## src/rtl/cv_tile_sequencer.sv

```systemverilog
// Command sequencer for CVDataLoader: walks a conv layer O-tile / H-tile / W-tile / I-tile
// and drives the loader's tile coordinates plus load_weight/load_input/store_output.
module cv_tile_sequencer #(
  parameter  int unsigned CW = 13,
  localparam int unsigned DW = 11,
  localparam int unsigned KW = 5
) (
  input  logic          clk,
  input  logic          rst,
  input  logic          start,
  input  logic [DW-1:0] I,
  input  logic [DW-1:0] O,
  input  logic [DW-1:0] H,
  input  logic [DW-1:0] W,
  input  logic [KW-1:0] K,
  input  logic [1:0]    pad,
  input  logic [DW-1:0] TI,
  input  logic [DW-1:0] TO,
  input  logic [DW-1:0] TH,
  input  logic [DW-1:0] TW,
  input  logic          dl_done,
  output logic          load_weight,
  output logic          load_input,
  output logic          store_output,
  output logic [CW-1:0] Iext,
  output logic [CW-1:0] Oext,
  output logic [CW-1:0] Hext,
  output logic [CW-1:0] Wext,
  output logic [CW-1:0] Iori,
  output logic [CW-1:0] Oori,
  output logic [CW-1:0] Hori,
  output logic [CW-1:0] Wori,
  output logic          busy,
  output logic          finished,
  output logic          cfg_err
);

  typedef enum logic [2:0] {S_IDLE, S_LW, S_LIF, S_SOF, S_FINISH} state_t;

  state_t state, state_nxt;

  logic [CW-1:0] c_i, c_o, c_k, c_pad, c_ti, c_to, c_th, c_tw, c_hp, c_wp;
  logic [CW-1:0] n_i, n_o, n_k, n_pad, n_ti, n_to, n_th, n_tw, n_hp, n_wp;
  logic [CW-1:0] o_t, h_t, w_t, i_t, o_n, h_n, w_n, i_n;
  logic [CW-1:0] in_hp, in_wp;
  logic [CW-1:0] rem_i, rem_o, rem_h, rem_w;
  logic [CW-1:0] iext_d, oext_d, hext_d, wext_d, hori_d, wori_d;
  logic          in_bad, accept, cmd_act, adv;
  logic          lw_d, li_d, so_d, busy_d, fin_d;

  // Output dims of the incoming layer; sign bit set means the window does not fit.
  assign in_hp = CW'(H) + CW'(pad) + CW'(pad) + CW'(1) - CW'(K);
  assign in_wp = CW'(W) + CW'(pad) + CW'(pad) + CW'(1) - CW'(K);

  assign in_bad = (TI == '0) || (TO == '0) || (TH == '0) || (TW == '0) ||
                  (I == '0) || (O == '0) || (K == '0) ||
                  in_hp[CW-1] || (in_hp == '0) || in_wp[CW-1] || (in_wp == '0);

  assign accept  = (state == S_IDLE) && start;
  assign cmd_act = load_weight | load_input | store_output;
  // dl_done only counts while a command is actually presented to the loader.
  assign adv     = dl_done && cmd_act;

  always_comb begin : cfg_next
    n_i = c_i;  n_o = c_o;  n_k = c_k;  n_pad = c_pad;
    n_ti = c_ti; n_to = c_to; n_th = c_th; n_tw = c_tw;
    n_hp = c_hp; n_wp = c_wp;
    if (accept) begin
      n_i = CW'(I);   n_o = CW'(O);   n_k = CW'(K);   n_pad = CW'(pad);
      n_ti = CW'(TI); n_to = CW'(TO); n_th = CW'(TH); n_tw = CW'(TW);
      n_hp = in_hp;   n_wp = in_wp;
    end
  end

  always_ff @(posedge clk or negedge rst) begin : state_reg
    if (!rst) state <= S_IDLE;
    else      state <= state_nxt;
  end

  always_comb begin : next_state
    state_nxt = state;
    o_n = o_t; h_n = h_t; w_n = w_t; i_n = i_t;
    unique case (state)
      S_IDLE: if (start) begin
        o_n = '0; h_n = '0; w_n = '0; i_n = '0;
        state_nxt = in_bad ? S_FINISH : S_LW;
      end
      S_LW: if (adv) state_nxt = S_LIF;
      S_LIF: if (adv) begin
        if (i_t + c_ti >= c_i) begin
          i_n = '0;
          state_nxt = S_SOF;
        end else begin
          i_n = i_t + c_ti;
        end
      end
      S_SOF: if (adv) begin
        if (w_t + c_tw < c_wp) begin
          w_n = w_t + c_tw;
          state_nxt = S_LIF;
        end else begin
          w_n = '0;
          if (h_t + c_th < c_hp) begin
            h_n = h_t + c_th;
            state_nxt = S_LIF;
          end else begin
            h_n = '0;
            if (o_t + c_to < c_o) begin
              o_n = o_t + c_to;
              state_nxt = S_LW;
            end else begin
              o_n = '0;
              state_nxt = S_FINISH;
            end
          end
        end
      end
      S_FINISH: state_nxt = S_IDLE;
      default:  state_nxt = S_IDLE;
    endcase
  end

  // Command bits drop for one cycle after each accepted dl_done, even when the state repeats.
  always_comb begin : out_dec
    lw_d   = (state_nxt == S_LW)  && !adv;
    li_d   = (state_nxt == S_LIF) && !adv;
    so_d   = (state_nxt == S_SOF) && !adv;
    busy_d = (state_nxt == S_LW) || (state_nxt == S_LIF) || (state_nxt == S_SOF);
    fin_d  = (state_nxt == S_FINISH);
    rem_i  = n_i - i_n;
    rem_o  = n_o - o_n;
    rem_h  = n_hp - h_n;
    rem_w  = n_wp - w_n;
    iext_d = (n_ti < rem_i) ? n_ti : rem_i;
    oext_d = (n_to < rem_o) ? n_to : rem_o;
    hext_d = ((n_th < rem_h) ? n_th : rem_h) + n_k - CW'(1);
    wext_d = ((n_tw < rem_w) ? n_tw : rem_w) + n_k - CW'(1);
    hori_d = h_n - n_pad;
    wori_d = w_n - n_pad;
  end

  always_ff @(posedge clk or negedge rst) begin : cfg_cnt_reg
    if (!rst) begin
      c_i <= '0; c_o <= '0; c_k <= '0; c_pad <= '0;
      c_ti <= '0; c_to <= '0; c_th <= '0; c_tw <= '0;
      c_hp <= '0; c_wp <= '0;
      o_t <= '0; h_t <= '0; w_t <= '0; i_t <= '0;
    end else begin
      c_i <= n_i; c_o <= n_o; c_k <= n_k; c_pad <= n_pad;
      c_ti <= n_ti; c_to <= n_to; c_th <= n_th; c_tw <= n_tw;
      c_hp <= n_hp; c_wp <= n_wp;
      o_t <= o_n; h_t <= h_n; w_t <= w_n; i_t <= i_n;
    end
  end

  always_ff @(posedge clk or negedge rst) begin : out_reg
    if (!rst) begin
      load_weight <= 1'b0; load_input <= 1'b0; store_output <= 1'b0;
      busy <= 1'b0; finished <= 1'b0; cfg_err <= 1'b0;
      Iext <= '0; Oext <= '0; Hext <= '0; Wext <= '0;
      Iori <= '0; Oori <= '0; Hori <= '0; Wori <= '0;
    end else begin
      load_weight  <= lw_d;
      load_input   <= li_d;
      store_output <= so_d;
      busy         <= busy_d;
      finished     <= fin_d;
      if (accept) cfg_err <= in_bad;
      if (busy_d) begin
        Iext <= iext_d; Oext <= oext_d; Hext <= hext_d; Wext <= wext_d;
        Iori <= i_n;    Oori <= o_n;    Hori <= hori_d; Wori <= wori_d;
      end
    end
  end

endmodule

```

## config.mk

```make
export PLATFORM = sky130hd
export DESIGN_NAME = cv_tile_sequencer
export DESIGN_NICKNAME = d
export VERILOG_FILES = /design/src/rtl/cv_tile_sequencer.sv
export SDC_FILE = /design/constraint.sdc
export NUM_CORES = 1
export LEC_CHECK = 0
export ABC_AREA = 1
export BUFFER_PORTS_ARGS = -buffer_cell sky130_fd_sc_hd__buf_2
export CORE_ASPECT_RATIO = 1.25
export CORE_MARGIN = 8
export CORE_UTILIZATION = 45
export DETAILED_ROUTE_END_ITERATION = 8
export PLACE_DENSITY = 0.72
export REMOVE_ABC_BUFFERS = 1
export SLEW_MARGIN = 40
export SYNTH_ARGS = -nofsm -noshare
export SYNTH_HDL_FRONTEND = slang
export SYNTH_SLANG_ARGS = --single-unit
```

## constraint.sdc

```tcl
create_clock -name clk -period 15 [get_ports clk]
set_input_delay 3.75 -clock clk [delete_from_list [all_inputs] [get_ports clk]]
set_output_delay 3.75 -clock clk [all_outputs]
set_load 0.005 [all_outputs]
```

==> impl_metrics.tcl, run 1 <==
set metrics [dict create \
    postRouteAntennaNets 0 \
    rows 91 \
    cts_max_level 2 \
    syn_avg_cell_area_sq_um 7.70 \
    wl_mm 68.2 \
    antenna_found_initial 6 \
    hold_buffers 0 \
    nets 3491 \
    path_class "primary input to register" \
    register_area_sq_mm 0.00738 \
    wl_per_cell_um 18.1 \
    maxCapViolations 0 \
    drtPass1Iterations 5 \
    grt_max_degree 109 \
    ys_ff_latch 295 \
    grt_remaining_overflow 0 \
    finalWeightedCongestion 0.979 \
    synthArstFlopShare_pct 100 \
    status "finished clean" \
    multi_input_area_sq_mm 0.0128 \
    synth_area_sq_mm 0.0222 \
    setup_violations 0 \
    synth_cells 2886 \
    synth_warnings 0 \
    cpMostUsedCell "nand2_1" \
    yosys_most_used_dff "dfrtp_1" \
    die_area_sq_mm 0.0568 \
    crit_arrival_ps 11880 \
    min_from "Oext[2]" \
    fin_tns_setup_ps 0 \
    cts_made_buffers 36 \
    die_height_um 264 \
    hold_violations 0 \
    skew_ps 12.8 \
    critPathMaxStageDelay_ps 570 \
    grtUsageTotal_pct 23.6 \
    clk_pin_slew_ps 60 \
    grt_pass1_wl_mm 107 \
    rsz0062_at_grt "false" \
    worstPathRequired_ps 15440 \
    portBuffers 208 \
    crit_family "compound AO/OA/AOI/OAI gates" \
    post_cts_buffers 0 \
    drc 0 \
    clock-sinks 295 \
    vias 19700 \
    timing.critical_path.from "pad[1]" \
    synth-xor-area-share_pct 5.52 \
    cp_slowest_cell "nand2_1" \
    post-route-min-period_ps 11440 \
    area_growth_pct 13.7 \
    tightest_slew_ps 896 \
    clock_latency_ps 550 \
    grt_pass1_vias 19800 \
    drt-vias-per-instance 5.24 \
    die_w_um 215 \
    r2r_slack_ps 4490 \
    cts_tree "built" \
    pin_count 209 \
    period_share_pct 76.3 \
    fmax_ghz 0.0874 \
    synth_mux_area_share_pct 0.0901 \
    synth_compound_area_share_pct 15.4 \
    synthSimpleGateAreaFrac_pct 18.7 \
    post_cts_resized 0 \
    drv_slew 0 \
    synth_top_family_by_area "simple AND/OR/NAND/NOR gates" \
    startpoint_type "primary input" \
    synth_adder_area_share_pct 18.0 \
    drive_gt1_share_pct 10.7 \
    coreArea_sq_mm 0.0491 \
    slew_headroom_pct 39.7 \
    clockBufferDepth 3 \
    synth_edf_count 0 \
    cp_max_fo 25 \
    ys_seq_area_share_pct 33.2 \
    first_iter_violations 1338 \
    fill_cells 4799 \
    synth.distinct_cells 58 \
    cts_root_buffer "clkbuf_16" \
    hold_path.class "register to register" \
    worstReg2RegStart "c_tw[0]" \
    start_util_pct 45.3 \
    cp_num_buf_inv 7 \
    critPathCaptureType "register" \
    hpwl_mm 53.8 \
]
[final cells by class]
class | count | area share [%]
multi-input combinational | 2061 | 50.8
sequential | 295 | 29.2
inverter | 464 | 6.92
timing repair buffer | 224 | 4.76
clock buffer | 49 | 4.12
tap | 651 | 3.22
clock inverter | 14 | 0.916
antenna | 1 | 0.00990
[worst register-to-register path, delay by kind of cell (launching register included)]
family	cells	cell delay, ps
compound gates	18	4210
xor+xnor	2	340
fa+ha+maj	7	2130
buf+inv	4	510
flops	1	350
simple gates	23	2910
[cell families after synthesis]
kind of cell | count (synthesis)
and+or+nand+nor | 995
AOI/OAI and AO/OA | 614
buffers and inverters | 530
adders and majority gates | 310
DFF | 295
xor gates and xnor gates | 140
muxes | 2
[synthesized netlist by cell type, types with 7 or more instances]
master,number,area (sq um)
a211oi_1,12,90.1
a21o_1,14,105
a21oi_1,169,846
a31oi_1,14,87.6
buf_2,18,90.1
clkbuf_1,40,150
dfrtp_1,295,7380
fa_1,16,320
ha_1,294,3680
inv_1,457,1720
nand2_1,684,2570
nand2_2,7,43.8
nand3_1,81,405
nand4_1,37,231
nor2_1,107,402
nor3_1,26,130
nor4_1,12,75.1
o211ai_1,27,203
o21ai_0,289,1450
o21ai_1,22,110
o21bai_1,17,128
o221ai_1,7,61.3
o22ai_1,8,50.1
or2_2,18,113
xnor2_1,47,412
xor2_1,93,815
[path summary, 6_finish.rpt]
| check | endpoint | depth (start not counted) |
|---|---|---|
| worst max-delay path | Wext[12] | 47 |
| max in group asynchronous | i_t[9] | 3 |
| worst min-delay path | Oext[2] | 2 |
| min in group asynchronous | Hext[12] | 1 |
| worst max register to register | Wext[12] | 54 |
| worst min register to register | Oext[2] | 2 |
[per-layer routing]
layer,vias up,global-route usage [%],part of all wire [%]
li1,9887,-,-
met3,178,4.37,5.2
met5,-,0,0.047
met2,514,41.4,49
met4,6,11.5,5.2
met1,9119,27.6,41
[per-stage QoR]
step | util (%) | setup slack (ps) | hold WS, ps | cell area, sq um | std cells
6_report | 51.5 | 3560 | 469 | 25300 | 3759
5_1_grt | 51.5 | 2630 | 501 | 25300 | 3759
4_1_cts | 51.4 | 3620 | 475 | 25200 | 3757
3_5_place_dp | 48.8 | 3100 | 459 | 24000 | 3694
3_3_place_gp | 48.8 | 3180 | 453 | 23900 | 3694
2_1_floorplan | - | 1480 | 460 | 21900 | 2820
[layout by cell type, fill, tap and decap left out, types with 8 or more instances in the layout]
master / n
o21ai_1: 22
ha_1: 294
nand3_1: 81
inv_1: 456
xor2_1: 93
dfrtp_1: 295
nand4_1: 37
nor4_1: 11
buf_4: 12
nor2_1: 107
buf_2: 207
xnor2_1: 47
a21o_1: 14
o22ai_1: 8
o211ai_1: 27
a31oi_1: 14
o21bai_1: 17
o21ai_0: 289
nand2_1: 683
a211oi_1: 12
or2_2: 18
a21oi_1: 169
clkbuf_16: 37
fa_1: 16
nor3_1: 26
Power of run 1 is left out: the tool's default activity adds up to more than one toggle a clock period on the data nets, which glitch-free logic cannot reach.
==> run 2: changes to the inputs <==
- ABC_AREA: 1 -> 0
- clock period: 15 -> 11.6 ns (I/O delays scaled with it)
==> run 2 against run 1 <==
Register-to-register slack got worse by 3800 ps. Highest routed layer unchanged. Global-route usage is 0.37 points lower. Clock-buffer cell count down 1. Critical endpoint unchanged. First-iteration DRC count decreased by 21%.
==> impl_metrics.tcl, run 2 <==
set metrics [dict create \
    status "finished clean" \
    yosysMostFrequentCell "nand2_1" \
    critPathMaxStageDelay_ps 540 \
    vias 18300 \
    wl_per_cell_um 19.6 \
    synth_area_sq_mm 0.0217 \
    die_w_um 213 \
    pin_count 209 \
    clockBufferDepth 3 \
    synth.distinct_cells 82 \
    cp_max_fo 6 \
    cts_root_buffer "clkbuf_16" \
    hold_violations 0 \
    fmax_ghz 0.0907 \
    synth.area.top_cells "dfrtp_1 34%, ha_1 17%, nand2_1 5.2%, inv_1 5.0%, o21ai_0 4.2%" \
    cpMostUsedCell "o21ai_0" \
    yosys_most_used_dff "dfrtp_1" \
    ys_seq_area_share_pct 34.0 \
    r2r_slack_ps 650 \
    clock-sinks 295 \
    tightest_slew_ps 770 \
    antenna_found_initial 1 \
    post-route-min-period_ps 11030 \
    synth_commonest_cells "301 x nand2_1, 295 x dfrtp_1, 294 x ha_1" \
    maxCapViolations 0 \
    die_height_um 262 \
    synth_warnings 0 \
    drc 0 \
    skew_ps 31.0 \
    wl_mm 64.8 \
    cts_tree "built" \
    yosysTopAreaCell "dfrtp_1" \
    drv_slew 0 \
    start_util_pct 45.3 \
    clk_pin_slew_ps 60 \
    synth_cells 2426 \
    clock_latency_ps 560 \
    startpoint_type "primary input" \
    final_common_cell "nand2_1" \
    crit_arrival_ps 11450 \
    cts_made_buffers 36 \
    design_area_sq_mm 0.0250 \
    fin_hold_ws_ps 467 \
    multi_input_area_sq_mm 0.0131 \
    hold_path.class "register to register" \
    syn_avg_cell_area_sq_um 8.96 \
    nets 3051 \
    final_cell_mix "300 x nand2_1, 295 x dfrtp_1, 294 x ha_1, 288 x inv_1, 207 x buf_2" \
    drt-vias-per-instance 5.52 \
    cts_max_level 2 \
    period_share_pct 95.1 \
    register_area_sq_mm 0.00738 \
    coreArea_sq_mm 0.0480 \
    worstPathRequired_ps 12020 \
    slew_headroom_pct 48.3 \
    dp.cells 3247 \
    critPathCaptureType "register" \
    first_iter_violations 1053 \
    rows 90 \
    cp_slowest_cell "fa_1" \
    grt_pass1_wl_mm 102 \
    area_growth_pct 14.8 \
    postRouteAntennaNets 0 \
    drive_gt1_share_pct 14.1 \
    grt_pass1_vias 19000 \
    path_class "primary input to register" \
    fin_tns_setup_ps 0 \
    grtUsageTotal_pct 23.3 \
    final_cells 3311 \
    portBuffers 208 \
    fill_cells 4483 \
    hold_buffers 0 \
    placed_area_sq_mm 0.0237 \
    ys_ff_latch 295 \
    synthArstFlopShare_pct 100 \
    synth_edf_count 0 \
    finalWeightedCongestion 0.974 \
    setup_violations 0 \
    hpwl_mm 51.2 \
    drtPass1Iterations 5 \
    yosysTopAreaCellShare_pct 34.0 \
    grt_max_degree 144 \
    die_area_sq_mm 0.0556 \
    grt_remaining_overflow 0 \
]
run 2: kinds of logic (layout without fill, tap and decap cells):
| logic type | count (synthesis) | in the layout | synth area share (%) |
|---|---|---|---|
| other cells | 0 | 1 | 0 |
| compound gates | 588 | 588 | 17.7 |
| xor+xnor | 135 | 135 | 5.56 |
| buf+inv | 351 | 591 | 6.10 |
| mux | 75 | 75 | 3.72 |
| flops | 295 | 295 | 34.0 |
| simple gates | 670 | 670 | 14.5 |
| fa+ha+maj | 312 | 312 | 18.5 |
run 2: final cells by class:
| cell class | count | area share (%) |
|---|---|---|
| antenna | 1 | 0.0100 |
| inverter | 291 | 4.39 |
| timing repair buffer | 238 | 5.25 |
| sequential | 295 | 29.6 |
| tap | 644 | 3.23 |
| multi-input combinational | 1780 | 52.6 |
| clock inverter | 14 | 0.827 |
| clock buffer | 48 | 4.16 |
run 2: path summary, 6_finish.rpt:
check,start,to,depth (start not counted)
min,Wori[8],Wori[8],2
max in group asynchronous,rst,Hori[12],2
min reg2reg,Wori[8],Wori[8],2
max reg2reg,w_t[1],Wext[12],51
max,K[2],Wext[12],39
min in group asynchronous,rst,Iext[5],1
run 2: timing repair:
item | CTS | global route
buffers inserted | 0 | 1
endpoints found under the hold margin | 0 | 0
gates resized for setup | 0 | 8
endpoints found under the setup margin | 0 | 4
run 2: layer usage:
metal  part of all wire [%]  GRT usage [%]  up-vias  wire, um
li1                       -              -     8903         -
met1                     40           26.5     8781     25800
met2                     51           42.9      444     33200
met3                    4.5           3.20      147      2890
met4                    4.4           9.88        2      2880
met5                  0.020              0        -        13
run 2: stage by stage:
step / worst slack [ps] / util (%)
floorplan: -3330 / -
global placement: 453 / 49.3
detailed placement: 183 / 49.3
CTS: 582 / 51.9
global route: -6.14 / 52.0
finish: 569 / 52.0
run 2: critical path: cells and delay by family:
family,cells,cell delay [ps]
AND/OR/NAND/NOR,8,1400
buffers and inverters,5,550
adder cells (fa/ha/maj),6,2030
XOR/XNOR,3,440
AO/OA/AOI/OAI,16,3840
multiplexers,1,280
Power of run 2 is left out for the same reason.
==> run 3: changes to the inputs <==
- CORE_UTILIZATION: 45 -> 35
- PLACE_DENSITY: 0.72 -> 0.61
- clock period: 11.6 -> 13.05 ns (I/O delays scaled with it)
==> run 3 against run 2 <==
Hold slack better by 0.76 ps. Clock-buffer cell count is 1 lower. Cell count is 5.5% higher. Via count is 0.82% lower. Cell area is 0.71% higher. Critical path depth is 10 higher. Clock skew is 0.99 ps lower. Critical endpoint is now Hext[11]. Largest cell class unchanged. Highest routed layer is now met4.
==> impl_metrics.tcl, run 3 (synthesis gave the netlist of run 2 again) <==
set metrics [dict create \
    post_cts_resized 0 \
    portBuffers 208 \
    die_area_sq_mm 0.0704 \
    cpMostUsedCell "ha_1" \
    nets 3043 \
    drv_slew 0 \
    grt_pass1_vias 19100 \
    grt_remaining_overflow 0 \
    cts_tree "built" \
    hold_path.class "register to register" \
    tightest_slew_ps 831 \
    clockBufferDepth 3 \
    path_class "register to register" \
    diodes 0 \
    postRouteAntennaNets 0 \
    die_height_um 295 \
    crit_arrival_ps 12040 \
    skew_ps 30.0 \
    critPathCaptureType "register" \
    hold_violations 0 \
    pin_count 209 \
    drt-vias-per-instance 5.19 \
    vias 18100 \
    wl_mm 68.0 \
    startpoint_type "register" \
    fill_cells 6217 \
    start_util_pct 35.2 \
    grt_pass1_wl_mm 106 \
    finalWeightedCongestion 0.928 \
    first_iter_violations 891 \
    cp_max_fo 14 \
    cts_max_level 2 \
    clock-sinks 295 \
    hpwl_mm 54.4 \
    die_w_um 239 \
    rows 102 \
    period_share_pct 88.8 \
    post_cts_buffers 0 \
    wl_per_cell_um 19.5 \
    fmax_ghz 0.0863 \
    setup_violations 0 \
    clock_latency_ps 560 \
    critPathMaxStageDelay_ps 670 \
    drc 0 \
    final_cell_mix "300 x nand2_1, 295 x dfrtp_1, 294 x ha_1, 288 x inv_1, 208 x buf_2" \
    grtUsageTotal_pct 19.2 \
    drtPass1Iterations 5 \
    maxCapViolations 0 \
    slew_headroom_pct 43.7 \
    placed_area_sq_mm 0.0238 \
    worstPathRequired_ps 13500 \
    antenna_found_initial 1 \
    design_area_sq_mm 0.0251 \
    coreArea_sq_mm 0.0618 \
    drive_gt1_share_pct 13.7 \
    hold_buffers 0 \
    post-route-min-period_ps 11590 \
    clk_pin_slew_ps 60 \
    fin_hold_ws_ps 468 \
    cts_made_buffers 37 \
    cp_slowest_cell "a21boi_0" \
    grt_max_degree 131 \
    rsz0062_at_grt "false" \
    area_growth_pct 15.6 \
    status "finished clean" \
    final_common_cell "nand2_1" \
    cts_root_buffer "clkbuf_16" \
]
run 3: cell count changes in the layout (fill, tap and decap cells not counted), moves of 3 or more:
cell,before,now
buf_4,24,12
clkbuf_8,8,3
clkinvlp_4,0,4
clkbuf_1,4,7
run 3: path summary, 6_finish.rpt:
| kind | depth (start not counted) | endpoint | from | slack [ps] |
|---|---|---|---|---|
| min in group asynchronous | 1 | Iori[3] | rst | 2600 |
| hold / removal | 2 | Wori[8] | Wori[8] | 470 |
| setup / recovery | 49 | Hext[11] | h_t[1] | 1460 |
| hold reg to reg | 2 | Wori[8] | Wori[8] | 470 |
| setup reg to reg | 49 | Hext[11] | h_t[1] | 1460 |
| max in group asynchronous | 3 | Wext[5] | rst | 8900 |
run 3: through the flow:
step | instances | setup slack, ps | util [%] | setup TNS [ps]
6_report | 3492 | 1460 | 40.7 | 0
5_1_grt | 3492 | 407 | 40.7 | 0
4_1_cts | 3489 | 1320 | 40.6 | 0
3_5_place_dp | 3424 | 928 | 38.5 | 0
3_3_place_gp | 3423 | 624 | 38.5 | 0
2_1_floorplan | 2366 | -2240 | - | -27390
run 3: layer usage:
layer  vias up  part of all wire [%]  track usage, %
met4         0                   3.3            6.29
met5         -                     0               0
met2       377                    52            35.8
met3       119                   4.3            3.10
li1       8878                     -               -
met1      8754                    41            22.0
run 3: area by class of cell:
class                   count  area (sq um)  share of cell area, %
clock buffers              47           993                   3.95
flip-flops and latches    295          7380                   29.4
well taps                 832          1040                   4.14
multi-input cells        1780         13100                   52.1
clock inverters            18           258                   1.03
repair buffers            229          1280                   5.10
inverters                 291          1090                   4.36
run 3: critical path, delay by kind of cell (launching register included):
kind	cells	cell delay, ps
xor+xnor	3	550
simple gates	13	3260
fa+ha+maj	7	2190
compound gates	22	4380
buf+inv	4	670
flops	1	410
Power of run 3 is left out for the same reason.
